[src/rtl/jtag_uart_tx_arbiter.sv]
// Round-robin, line-locked arbiter sharing one JTAG UART transmit byte stream among NUM_SRC sources.
// Optional `JTAG_UART_ARB_PREFIX_EN: each grant emits "<id>:" ahead of the owner's data.
module jtag_uart_tx_arbiter #(
    parameter int unsigned NUM_SRC = 4,
    parameter int unsigned TIMEOUT = 1024
) (
    input  logic                   clock,
    input  logic                   reset,
    input  logic [NUM_SRC-1:0]     src_canGet,
    input  logic [8*NUM_SRC-1:0]   src_getData,
    output logic [NUM_SRC-1:0]     src_get,
    output logic                   out_canGet,
    output logic [7:0]             out_getData,
    input  logic                   out_get,
    output logic [3:0]             owner,
    output logic                   locked
);

`ifdef JTAG_UART_ARB_PREFIX_EN
    typedef enum logic [1:0] {IDLE, PREFIX_ID, PREFIX_SEP, PASS} state_t;
`else
    typedef enum logic [0:0] {IDLE, PASS} state_t;
`endif

    state_t      state, state_next;
    logic [3:0]  owner_next;
    logic [3:0]  rr_ptr, rr_ptr_next;
    logic [15:0] timer, timer_next, timer_inc;
    logic        out_full;
    logic [7:0]  out_data;
    logic        slot_free;
    logic        load;
    logic [7:0]  load_data;
    logic        line_done;
    logic        found;
    logic [3:0]  grant;
    logic        sel_can;
    logic [7:0]  sel_data;
    logic        take;

    assign slot_free   = !out_full || out_get;
    assign out_canGet  = out_full;
    assign out_getData = out_data;
    assign locked      = (state != IDLE);

    always_comb begin
        state_next  = state;
        owner_next  = owner;
        rr_ptr_next = rr_ptr;
        timer_next  = timer;
        src_get     = '0;
        load        = 1'b0;
        load_data   = '0;
        line_done   = 1'b0;
        found       = 1'b0;
        grant       = '0;
        sel_can     = 1'b0;
        sel_data    = '0;
        take        = 1'b0;
        timer_inc   = (timer == '1) ? timer : timer + 16'd1;

        // Two passes give the first requester at or above rr_ptr, else the lowest one (wrap).
        for (int unsigned j = 0; j < NUM_SRC; j++) begin
            if (!found && src_canGet[j] && (4'(j) >= rr_ptr)) begin
                found = 1'b1;
                grant = 4'(j);
            end
        end
        for (int unsigned j = 0; j < NUM_SRC; j++) begin
            if (!found && src_canGet[j]) begin
                found = 1'b1;
                grant = 4'(j);
            end
        end

        for (int unsigned j = 0; j < NUM_SRC; j++) begin
            if (owner == 4'(j)) begin
                sel_can  = src_canGet[j];
                sel_data = src_getData[8*j +: 8];
            end
        end

        case (state)
            IDLE: begin
                if (found) begin
                    owner_next = grant;
                    timer_next = '0;
`ifdef JTAG_UART_ARB_PREFIX_EN
                    state_next = PREFIX_ID;
`else
                    state_next = PASS;
`endif
                end
            end
`ifdef JTAG_UART_ARB_PREFIX_EN
            PREFIX_ID: begin
                if (slot_free) begin
                    load       = 1'b1;
                    load_data  = 8'h30 + {4'h0, owner};
                    state_next = PREFIX_SEP;
                end
            end
            PREFIX_SEP: begin
                if (slot_free) begin
                    load       = 1'b1;
                    load_data  = 8'h3A;
                    state_next = PASS;
                end
            end
`endif
            PASS: begin
                take = sel_can && slot_free;
                if (take) begin
                    load       = 1'b1;
                    load_data  = sel_data;
                    timer_next = '0;
                    line_done  = (sel_data == 8'h0A);
                end else if (!sel_can) begin
                    timer_next = timer_inc;
                    line_done  = (TIMEOUT != 0) && (timer_inc == 16'(TIMEOUT));
                end
                if (line_done) begin
                    state_next  = IDLE;
                    rr_ptr_next = (owner == 4'(NUM_SRC - 1)) ? '0 : owner + 4'd1;
                end
            end
            default: state_next = IDLE;
        endcase

        for (int unsigned j = 0; j < NUM_SRC; j++) begin
            src_get[j] = take && (owner == 4'(j));
        end
    end

    always_ff @(posedge clock) begin
        if (reset) begin
            state    <= IDLE;
            owner    <= '0;
            rr_ptr   <= '0;
            timer    <= '0;
            out_full <= 1'b0;
            out_data <= '0;
        end else begin
            state  <= state_next;
            owner  <= owner_next;
            rr_ptr <= rr_ptr_next;
            timer  <= timer_next;
            if (load) begin
                out_full <= 1'b1;
                out_data <= load_data;
            end else if (out_get) begin
                out_full <= 1'b0;
            end
        end
    end

endmodule

[config.mk]
export PLATFORM = sky130hd
export DESIGN_NAME = jtag_uart_tx_arbiter
export DESIGN_NICKNAME = d
export VERILOG_FILES = /design/src/rtl/jtag_uart_tx_arbiter.sv
export SDC_FILE = /design/constraint.sdc
export NUM_CORES = 1
export LEC_CHECK = 0
export ABC_AREA = 1
export BUFFER_PORTS_ARGS = -buffer_cell sky130_fd_sc_hd__buf_4
export CAP_MARGIN = 10
export CORE_ASPECT_RATIO = 0.75
export CORE_MARGIN = 2
export CORE_UTILIZATION = 50
export DETAILED_ROUTE_END_ITERATION = 8
export PLACE_DENSITY = 0.88
export SYNTH_ARGS = -nofsm -noshare
export SYNTH_HDL_FRONTEND = slang
export SYNTH_SLANG_ARGS = --single-unit
[constraint.sdc]
create_clock -name clock -period 2.5 [get_ports clock]
set_input_delay 0.125 -clock clock [delete_from_list [all_inputs] [get_ports clock]]
set_output_delay 0.125 -clock clock [all_outputs]
set_load 0.005 [all_outputs]
==> metrics, run 1 <==
P_leak=about 1.3 nW; Max Cap Viol=0; Synth Cell Area=2250 um2; Die ar.=just over 5000 um2; core box area=between 4000 and 5000 um2; Pwr Density=471 nW/um2; Post-DRT Antenna Nets=0; Final TNS setup=0 ns; critical path type=flop to primary output; #FFs+latches synth=30; final wirelength=between 6000 and 7000 um; DR vias=between 2,000 and 3,000; Max VDD drop=roughly 330 uV; Nets=about 470; status=finished, final reports clean; Internal=slightly below 0.9 mW; antenna violations before repair=0; switch share=approximately a third; Ys Warns=0; Synth-to-Final Area Change=24.2%; Finish-stage setup viols=0; Max Slew Vio Count=0; Remaining DRCs=0; sequential share of power=~41%; clk slew on worst S/H paths=0.07 ns; die width=81.5 um; Setup Buffers After CTS=0; final hold vios=0; pin count of the biggest net entering global routing=26; met3 Track Usage GR=under 10%; Port Buf Inserts=between 50 and 60; vias in the first global route=~2,300; Setup Skew=0.00571 ns; Total GRT Usage=between 20% and 30%; cts repair resizes=0; Filler Cell Count=395; clk buf depth=2; most frequent cells in the layout=95 x nand2_1, 60 x buf_4, 55 x nor2_1; RSZ-0062 raised after global routing=no; hold buffers post-CTS=0; register area share after synthesis=26.7%; worst-path fanout max=13; GR Overflow Total=0; row cnt=21; Req. time, crit path=between 2 and 2.5 ns; final design utilization=a little under two thirds; Detailed Routing Iterations Pass 1=5; register cell area after layout=601 um2; Vert. Die Dim=approximately 62 um; met1 Usage GRT=approximately a third; First DRT Iteration DRCs=238; drt wl/cell=between 10 and 15 um; CTS tree=yes; Max Clk Rate=roughly 0.43 GHz; GR Util met2=roughly 40%; measured slew at the worst slew-check pin=0.678 ns; most crowded layer after global routing=met2; via/cell ratio=roughly 5.3; GPL Wtd Cong=about 0.91; endpoint type of the worst setup path=primary output; CTS buffer count=5; hpwl dp=around 4800 um; first-pass GRT wire length=slightly above 10,000 um; I/O pins=57; crit-path cells=inv_1 > ha_2 > nor2_2 > nand2_1 > nand2_1 > nand2_1 > nand2_1 > nand2_1 > nor2_1 > buf_4 > inv_2 > nor2_1 > buf_4; Initial Util=51.3%; startpoint types=flop; Multi-input gate area=1460 um2; Clock Sink Count=30; critical path data arrival time=2.19 ns; switching power=0.429 mW; Final min period=between 2 and 2.5 ns; slowest cell on the critical path=dfxtp_1; worst skew pair latency=about 0.29 ns; hold crit path type=input port to flop; CP Buf/Inv Count=4; H-tree depth=2; Syn Inst Count=between 300 and 400; commonest non-fill, non-tap cell in the layout=nand2_1; ANT cells=0; Slew headroom=between 50 and 60%; Clock power frac=between 30% and 40%; share of cells above drive strength 1=between 20% and 30%; Syn Area/Cell=6.07 um2; CP delay by family, top=simple AND/OR/NAND/NOR gates; synth unique cells=30; period utilization=between 90% and 100%; most frequent cell on the critical path=nand2_1; Comb pwr share=a little over a quarter; CTS root buf=clkbuf_8; slowest stage delay, CP=0.42 ns
[Yosys cell counts]
| cell | count | area, um2 |
|---|---|---|
| a31oi_1 | 7 | 43.8 |
| nor3_1 | 1 | 5.00 |
| nand2_4 | 1 | 11.3 |
| o21bai_1 | 4 | 30.0 |
| or2_2 | 5 | 31.3 |
| nand3_2 | 3 | 30.0 |
| inv_2 | 2 | 7.51 |
| nor2_4 | 1 | 11.3 |
| dfxtp_1 | 30 | 601 |
| clkbuf_2 | 3 | 15.0 |
| inv_1 | 31 | 116 |
| ha_1 | 5 | 62.6 |
| xnor2_1 | 1 | 8.76 |
| buf_4 | 2 | 15.0 |
| nand2_2 | 7 | 43.8 |
| nor2_1 | 55 | 206 |
| buf_6 | 1 | 11.3 |
| xor2_1 | 5 | 43.8 |
| nor2_8 | 1 | 20.0 |
| clkbuf_1 | 6 | 22.5 |
| nand4_1 | 5 | 31.3 |
| a21oi_1 | 33 | 165 |
| nor2_2 | 10 | 62.6 |
| nand3_1 | 20 | 100 |
| o21bai_4 | 1 | 18.8 |
| buf_2 | 3 | 15.0 |
| conb_1 | 1 | 3.75 |
| o21ai_0 | 31 | 155 |
| o211ai_1 | 1 | 7.51 |
| nand2_1 | 95 | 357 |
[cells by family (layout without fill, tap and decap cells)]
group                    count (synthesis)  count (layout)  share of synthesized area [%]
buffers and inverters                   48             101                           9.00
AO/OA/AOI/OAI                           77              77                           18.7
XOR/XNOR                                 6               6                           2.33
other                                    1               2                          0.167
AND/OR/NAND/NOR                        204             204                           40.4
flip-flops                              30              30                           26.7
adder cells (fa/ha/maj)                  5               5                           2.78
[worst paths after layout]
path / startpoint / endpoint / depth (start not counted) / slack (ns)
max reg2reg: owner[1] / rr_ptr[0] / 16 / 0.26
min reg2reg: out_getData[1] / out_getData[1] / 2 / 0.45
min: reset / timer[8] / 2 / 0.05
max: owner[1] / src_get[1] / 13 / 0.19
[registers in the layout (all words and copies together), names as in the netlist]
register,count
timer,16
out_getData,8
owner,2
rr_ptr,2
locked,1
out_canGet,1
[final cells by class]
cell class / count / area share, %
timing repair buffer: 60 / 16.1
multi-input combinational: 294 / 52.0
tap: 57 / 2.55
clock buffer: 6 / 2.95
inverter: 33 / 4.43
clock inverter: 2 / 0.447
sequential: 30 / 21.5
[metal layers]
metal	part of all wire, %	up-vias
met5	0	-
met4	1.7	0
met3	6.1	15
met2	46	97
met1	47	1145
li1	-	1304
[power groups by stage]
stage | clock, mW | combinational, mW | sequential (mW)
global placement | 0 | 0.338 | 0.554
global route | 0.443 | 0.394 | 0.551
floorplan | 0 | 0.214 | 0.548
finish | 0.417 | 0.355 | 0.546
CTS | 0.419 | 0.350 | 0.545
detailed placement | 0 | 0.347 | 0.555
[stage by stage]
step | setup WS [ns] | total power [mW] | cell area (um2) | hold slack (ns) | instances
finish | 0.187 | 1.32 | 2800 | 0.0526 | 482
global route | 0.0109 | 1.39 | 2800 | 0.0401 | 482
CTS | 0.0876 | 1.31 | 2790 | 0.0436 | 482
detailed placement | 0.273 | 0.902 | 2700 | 0.344 | 474
global placement | 0.372 | 0.892 | 2700 | 0.341 | 474
floorplan | 0.598 | 0.762 | 2260 | 0.194 | 372
Note: power is estimated with default switching activity, not from simulation.
==> run 2: changes to the inputs <==
Settings changed: ABC_AREA 1 to 0.
==> run 2 against run 1 <==
Sequential power down 5.9%. Setup slack got worse by 0.050 ns. Core utilization grew 5.8 points. Register-to-register slack got worse by 0.10 ns. Clock skew up 0.0037 ns. Non-clock buffer count rose by 16. Die area is 3.1% lower. Synthesized cell count down 20%. Area after synthesis is 3.3% lower. First-iteration DRC count grew 66%. Sequential cell count unchanged. Critical endpoint is now src_get[3].
==> metrics, run 2 <==
status=finished, final reports clean (unchanged); Initial Util=52.8% (was 51.3%); Pwr Density=465 nW/um2 (was 471 nW/um2); M1 WL=2950 um (was 2880 um); Nets=402 (was 468); Setup Skew=0.00941 ns (was 0.00571 ns); sequential share of power=38.5% (was 41.4%); Comb pwr share=24.4% (was 26.9%); startpoint types=flop (unchanged); CTS root buf=clkbuf_8 (unchanged); die width=80.2 um (was 81.5 um); row cnt=20 (was 21); Clock Sink Count=30 (unchanged); share of cells above drive strength 1=27.3% (was 23.5%); leading area contributor after synthesis=dfxtp_1 (unchanged); number of flops mapped to enable cells by yosys=0 (unchanged); pin count of the biggest net entering global routing=31 (was 26); #FFs+latches synth=30 (unchanged); Req. time, crit path=2.38 ns (about the same); most frequent cells in the layout=74 x buf_4, 38 x nor2_1, 36 x a21oi_1 (was 95 x nand2_1, 60 x buf_4, 55 x nor2_1); period utilization=94.5% (was 92.5%); dpl ws=0.0628 ns (was 0.273 ns); Syn Area/Cell=7.31 um2 (was 6.07 um2); Detailed Routing Iterations Pass 1=5 (unchanged); H-tree depth=2 (unchanged); CTS buffer count=5 (unchanged); Port Buf Inserts=54 (unchanged); register area share after synthesis=27.6% (was 26.7%); CTS tree=yes (unchanged); worst-path fanout max=11 (was 13); area share of the largest cell type after synthesis=27.6% (was 26.7%); Final TNS setup=0 ns (unchanged); antenna violations before repair=0 (unchanged); hold buffers post-CTS=0 (unchanged); Syn Inst Count=298 (was 371); synth unique cells=50 (was 30); First DRT Iteration DRCs=394 (was 238); Max Clk Rate=0.423 GHz (was 0.432 GHz); largest cells by area after synthesis=dfxtp_1 28%, a21oi_1 8.3%, nor2_1 6.5% (was dfxtp_1 27%, nand2_1 16%, nor2_1 9.2%); switch share=28.3% (was 32.5%); final worst setup slack=0.136 ns (was 0.187 ns); hpwl dp=4700 um (was 4760 um); Ys Warns=0 (unchanged); Finish-stage setup viols=0 (unchanged); Remaining DRCs=0 (unchanged); critical path data arrival time=2.24 ns (was 2.19 ns); Placed Instances=400 (was 474); Synth Cell Area=2180 um2 (was 2250 um2); list of most frequent post-synthesis cells=38 x nor2_1, 36 x a21oi_1, 30 x dfxtp_1 (was 95 x nand2_1, 55 x nor2_1, 33 x a21oi_1); vias in the first global route=2,289 (was 2,275); Final min period=2.36 ns (was 2.31 ns); final wirelength=6550 um (was 6170 um); Top FF cell, synth=dfxtp_1 (unchanged); ANT cells=0 (unchanged); Top Layer Used=met4 (unchanged); count leader, synth=nor2_1 (was nand2_1); drt wl/cell=15.8 um (was 12.8 um); Cell Count, Final, Fillers Out=414 (was 482); Async SR Flop Fraction=0% (unchanged); metal2 WL=2970 um (was 2810 um); commonest non-fill, non-tap cell in the layout=buf_4 (was nand2_1); GR Overflow Total=0 (unchanged); Max VDD drop=352 uV (was 327 uV); Vert. Die Dim=61.2 um (was 62.1 um); via/cell ratio=6.12 (was 5.31); Total GRT Usage=28.6% (was 25.0%); Clock power frac=37.1% (was 31.6%); clk buf depth=2 (unchanged); most flop-heavy register=timer (unchanged); DR vias=2,534 (was 2,561); clk slew on worst S/H paths=0.07 ns (about the same); Post-DRT Antenna Nets=0 (unchanged); GPL Wtd Cong=0.935 (was 0.912); first-pass GRT wire length=10,900 um (was 10,100 um); Die ar.=4910 um2 (was 5060 um2); Synth-to-Final Area Change=31.8% (was 24.2%); Slew headroom=64.0% (was 54.7%); final hold vios=0 (unchanged); worst skew pair latency=0.29 ns (about the same); final design utilization=69.5% (was 63.7%); I/O pins=57 (unchanged); endpoint type of the worst setup path=primary output (unchanged); measured slew at the worst slew-check pin=0.531 ns (was 0.678 ns); hold crit path type=input port to flop (unchanged); critical path type=flop to primary output (unchanged); max reg flops=16 (unchanged); core box area=4130 um2 (was 4390 um2); Internal=0.957 mW (was 0.890 mW); wire length on met3=522 um (was 374 um); P_leak=1.12 nW (was 1.30 nW); Max Cap Viol=0 (unchanged); Max Slew Vio Count=0 (unchanged); switching power=0.377 mW (was 0.429 mW)
[run 2: path summary, 6_finish.rpt]
path             startpoint        endpoint  slack, ns  cells past startpoint
max reg2reg        owner[0]       rr_ptr[0]       0.16                     10
min reg2reg  out_getData[4]  out_getData[4]       0.50                      2
min                 out_get      out_canGet       0.16                      3
max                owner[0]      src_get[3]       0.14                      9
[run 2: layer usage]
layer | global-route usage (%) | up-vias
li1 | - | 1230
met5 | 0 | -
met2 | 45.4 | 108
met1 | 40.3 | 1180
met4 | 6.54 | 0
met3 | 6.30 | 16
[run 2: cell type report]
class	instances	area [um2]
fill	321	1260
clock buffer	6	72.6
sequential	30	608
timing repair buffer	76	578
inverter	10	37.5
tap	55	68.8
clock inverter	2	37.5
multi-input combinational	235	1470
[run 2: cell families after synthesis]
group	after synthesis	share of synthesized area (%)
compound gates	99	29.9
xor+xnor	1	0.402
fa+ha+maj	5	2.87
buf+inv	34	6.89
flops	30	27.6
mux	2	0.919
other cells	1	0.172
simple gates	126	31.3
[run 2: power by group through the flow]
stage | registers (mW) | logic, mW | clock network, mW
after detailed placement | 0.524 | 0.296 | 0
final | 0.514 | 0.326 | 0.494
after global routing | 0.516 | 0.357 | 0.525
after CTS | 0.514 | 0.300 | 0.492
after floorplan | 0.524 | 0.164 | 0
after global placement | 0.523 | 0.286 | 0
[run 2: per-stage QoR]
stage | cell area, um2 | hold slack, ns | power, mW
finish | 2870 | 0.163 | 1.33
global route | 2870 | 0.185 | 1.40
CTS | 2780 | 0.155 | 1.31
detailed placement | 2660 | 0.454 | 0.820
global placement | 2660 | 0.446 | 0.809
floorplan | 2180 | 0.328 | 0.688
[run 2: timing repair]
item,4_1_cts,5_1_grt
endpoints found under the setup margin,1,23
setup buffers,0,6
resized for setup,1,13
pin swaps,0,5
cloned,0,0
[run 2: critical path: stages, from the launching register on]
cell and delay [ns]:
dfxtp_4 0.37, inv_1 0.08, ha_2 0.19, and3b_1 0.18, a2111oi_4 0.43, buf_4 0.19, nor4_4 0.05, buf_6 0.16
and2_1 0.15, buf_4 0.13
==> run 3: changes to the inputs <==
Settings changed: PLACE_DENSITY 0.88 to 0.75.
==> run 3 against run 2 <==
Die area did not move. Core utilization rose by 0.12 points. Routed wire length fell by 4.7%. Non-clock buffer count rose by 3. Fmax fell by 0.76%. Largest power group unchanged. Critical path depth did not move. Sequential share of layout area fell by 0.25 points. Sequential power barely moved. Clock power rose by 1%.
==> metrics, run 3 (same netlist as run 2, synthesis figures left out) <==
status=finished, final reports clean (unchanged); H-tree depth=2 (unchanged); crit-path cells=ha_1 > nand3_1 > buf_4 > nor4_2 > o31ai_1 > a31o_1 > and4b_1 > o21ai_1 > a21oi_1 (was inv_1 > ha_2 > and3b_1 > a2111oi_4 > buf_4 > nor4_4 > buf_6 > and2_1 > buf_4); final wirelength=6240 um (was 6550 um); Initial Util=52.8% (unchanged); Final min period=2.38 ns (was 2.36 ns); measured slew at the worst slew-check pin=0.504 ns (was 0.531 ns); CTS tree=yes (unchanged); most frequent cells in the layout=78 x buf_4, 38 x nor2_1, 36 x a21oi_1 (was 74 x buf_4, 38 x nor2_1, 36 x a21oi_1); share of cells above drive strength 1=27.3% (about the same); Internal=0.955 mW (was 0.957 mW); Synth-to-Final Area Change=32.0% (was 31.8%); GR Overflow Total=0 (unchanged); RSZ-0062 raised after global routing=no; core box area=4130 um2 (unchanged); clk buf depth=2 (unchanged); met3 Track Usage GR=5.72% (was 6.30%); Nets=405 (was 402); hpwl dp=4700 um (about the same); Setup Skew=0.00440 ns (was 0.00941 ns); I/O pins=57 (unchanged); met1 Usage GRT=38.8% (was 40.3%); Max Clk Rate=0.420 GHz (was 0.423 GHz); slowest cell on the critical path=dfxtp_1 (was a2111oi_4); first-pass GRT wire length=10,100 um (was 10,900 um); Post-DRT Antenna Nets=0 (unchanged); max reg flops=16 (unchanged); Req. time, crit path=2.66 ns (was 2.38 ns); Die ar.=4910 um2 (unchanged); critical path data arrival time=2.54 ns (was 2.24 ns); Total GRT Usage=26.8% (was 28.6%); final hold vios=0 (unchanged); GR Util met2=40.5% (was 45.4%); hold buffers post-CTS=0 (unchanged); Remaining DRCs=0 (unchanged); drt wl/cell=15.0 um (was 15.8 um); slowest stage delay, CP=0.38 ns (was 0.43 ns); CTS root buf=clkbuf_8 (unchanged); most crowded layer after global routing=met2 (unchanged); Reg2Reg Depth=9 (was 10); row cnt=20 (unchanged); pin count of the biggest net entering global routing=31 (unchanged); antenna violations before repair=0 (unchanged); ANT cells=0 (unchanged); sequential share of power=38.7% (was 38.5%); Max Slew Vio Count=0 (unchanged); Pwr Density=461 nW/um2 (was 465 nW/um2); switch share=28.0% (was 28.3%); DR vias=2,531 (was 2,534); Clock power frac=37.7% (was 37.1%); commonest non-fill, non-tap cell in the layout=buf_4 (unchanged); Detailed Routing Iterations Pass 1=5 (unchanged); endpoint type of the worst setup path=flop (was primary output); Vert. Die Dim=61.2 um (unchanged); most flop-heavy register=timer (unchanged); startpoint types=flop (unchanged); critical path type=flop to flop (was flop to primary output); GPL Wtd Cong=0.902 (was 0.935); switching power=0.371 mW (was 0.377 mW); die width=80.2 um (unchanged); clk slew on worst S/H paths=0.07 ns (about the same); Max Cap Viol=0 (unchanged); period utilization=95.3% (was 94.5%); Placed Instances=405 (was 400); P_leak=1.13 nW (was 1.12 nW); vias in the first global route=2,096 (was 2,289); CTS buffer count=5 (unchanged); Finish-stage setup viols=0 (unchanged); worst-path fanout max=7 (was 11); Comb pwr share=23.5% (was 24.4%); Final TNS setup=0 ns (unchanged); Clock Sink Count=30 (unchanged); hold depth=3 (unchanged); Cell Count, Final, Fillers Out=417 (was 414); final design utilization=69.6% (was 69.5%); worst skew pair latency=0.29 ns (about the same); First DRT Iteration DRCs=199 (was 394); via/cell ratio=6.07 (was 6.12); hold crit path type=input port to flop (unchanged); Slew headroom=65.9% (was 64.0%); Max VDD drop=501 uV (was 352 uV); Port Buf Inserts=54 (unchanged)
-- run 3: cell types whose count changed in the layout (fill, tap and decap cells not counted), sizes merged --
cell / change
clkbuf: -1
clkinvlp: +1
buf: +3
-- run 3: worst paths after layout --
kind                        from        endpoint  slack (ns)
hold / removal           out_get      out_canGet        0.15
setup reg to reg        timer[1]       rr_ptr[0]        0.12
hold reg to reg   out_getData[6]  out_getData[6]        0.51
setup / recovery        timer[1]       rr_ptr[0]        0.12
-- run 3: power by group through the flow --
| stage | clock network [mW] | logic, mW | registers, mW |
|---|---|---|---|
| after floorplan | 0 | 0.164 | 0.524 |
| after detailed placement | 0 | 0.296 | 0.524 |
| after CTS | 0.502 | 0.297 | 0.513 |
| final | 0.500 | 0.312 | 0.513 |
| after global placement | 0 | 0.291 | 0.523 |
| after global routing | 0.526 | 0.344 | 0.516 |
-- run 3: what timing repair did --
action                                  in CTS  in global routing
endpoints found under the setup margin       0                 20
gates resized for setup                      0                  7
setup buffers                                0                  4
-- run 3: critical path, delay by kind of cell (launching register included) --
| kind | cells | cell delay (ns) |
|---|---|---|
| flip-flops | 1 | 0.38 |
| AO/OA/AOI/OAI | 4 | 0.60 |
| AND/OR/NAND/NOR | 3 | 0.76 |
| adder cells (fa/ha/maj) | 1 | 0.31 |
| buffers and inverters | 1 | 0.20 |
-- run 3: per-stage QoR --
stage / hold WS, ns / area, um2 / total power [mW] / worst slack [ns]
2_1_floorplan: 0.328 / 2180 / 0.688 / 0.0602
3_3_place_gp: 0.440 / 2700 / 0.814 / 0.176
3_5_place_dp: 0.449 / 2700 / 0.820 / 0.109
4_1_cts: 0.148 / 2820 / 1.31 / 0.0492
5_1_grt: 0.175 / 2880 / 1.39 / 0.0350
6_report: 0.154 / 2880 / 1.33 / 0.118
-- run 3: area by class of cell --
type	count	area, um2
multi-input cells	235	1460
inverters	10	37.5
repair buffers	79	597
fillers	378	1250
clock inverters	3	45.0
clock buffers	5	68.8
flip-flops and latches	30	602
well taps	55	68.8
-- run 3: per-layer routing --
metal / vias to the layer above / part of all wire [%]
met5: - / 0
met4: 0 / 1.7
met3: 14 / 8.5
met2: 133 / 43
met1: 1150 / 47
li1: 1234 / -
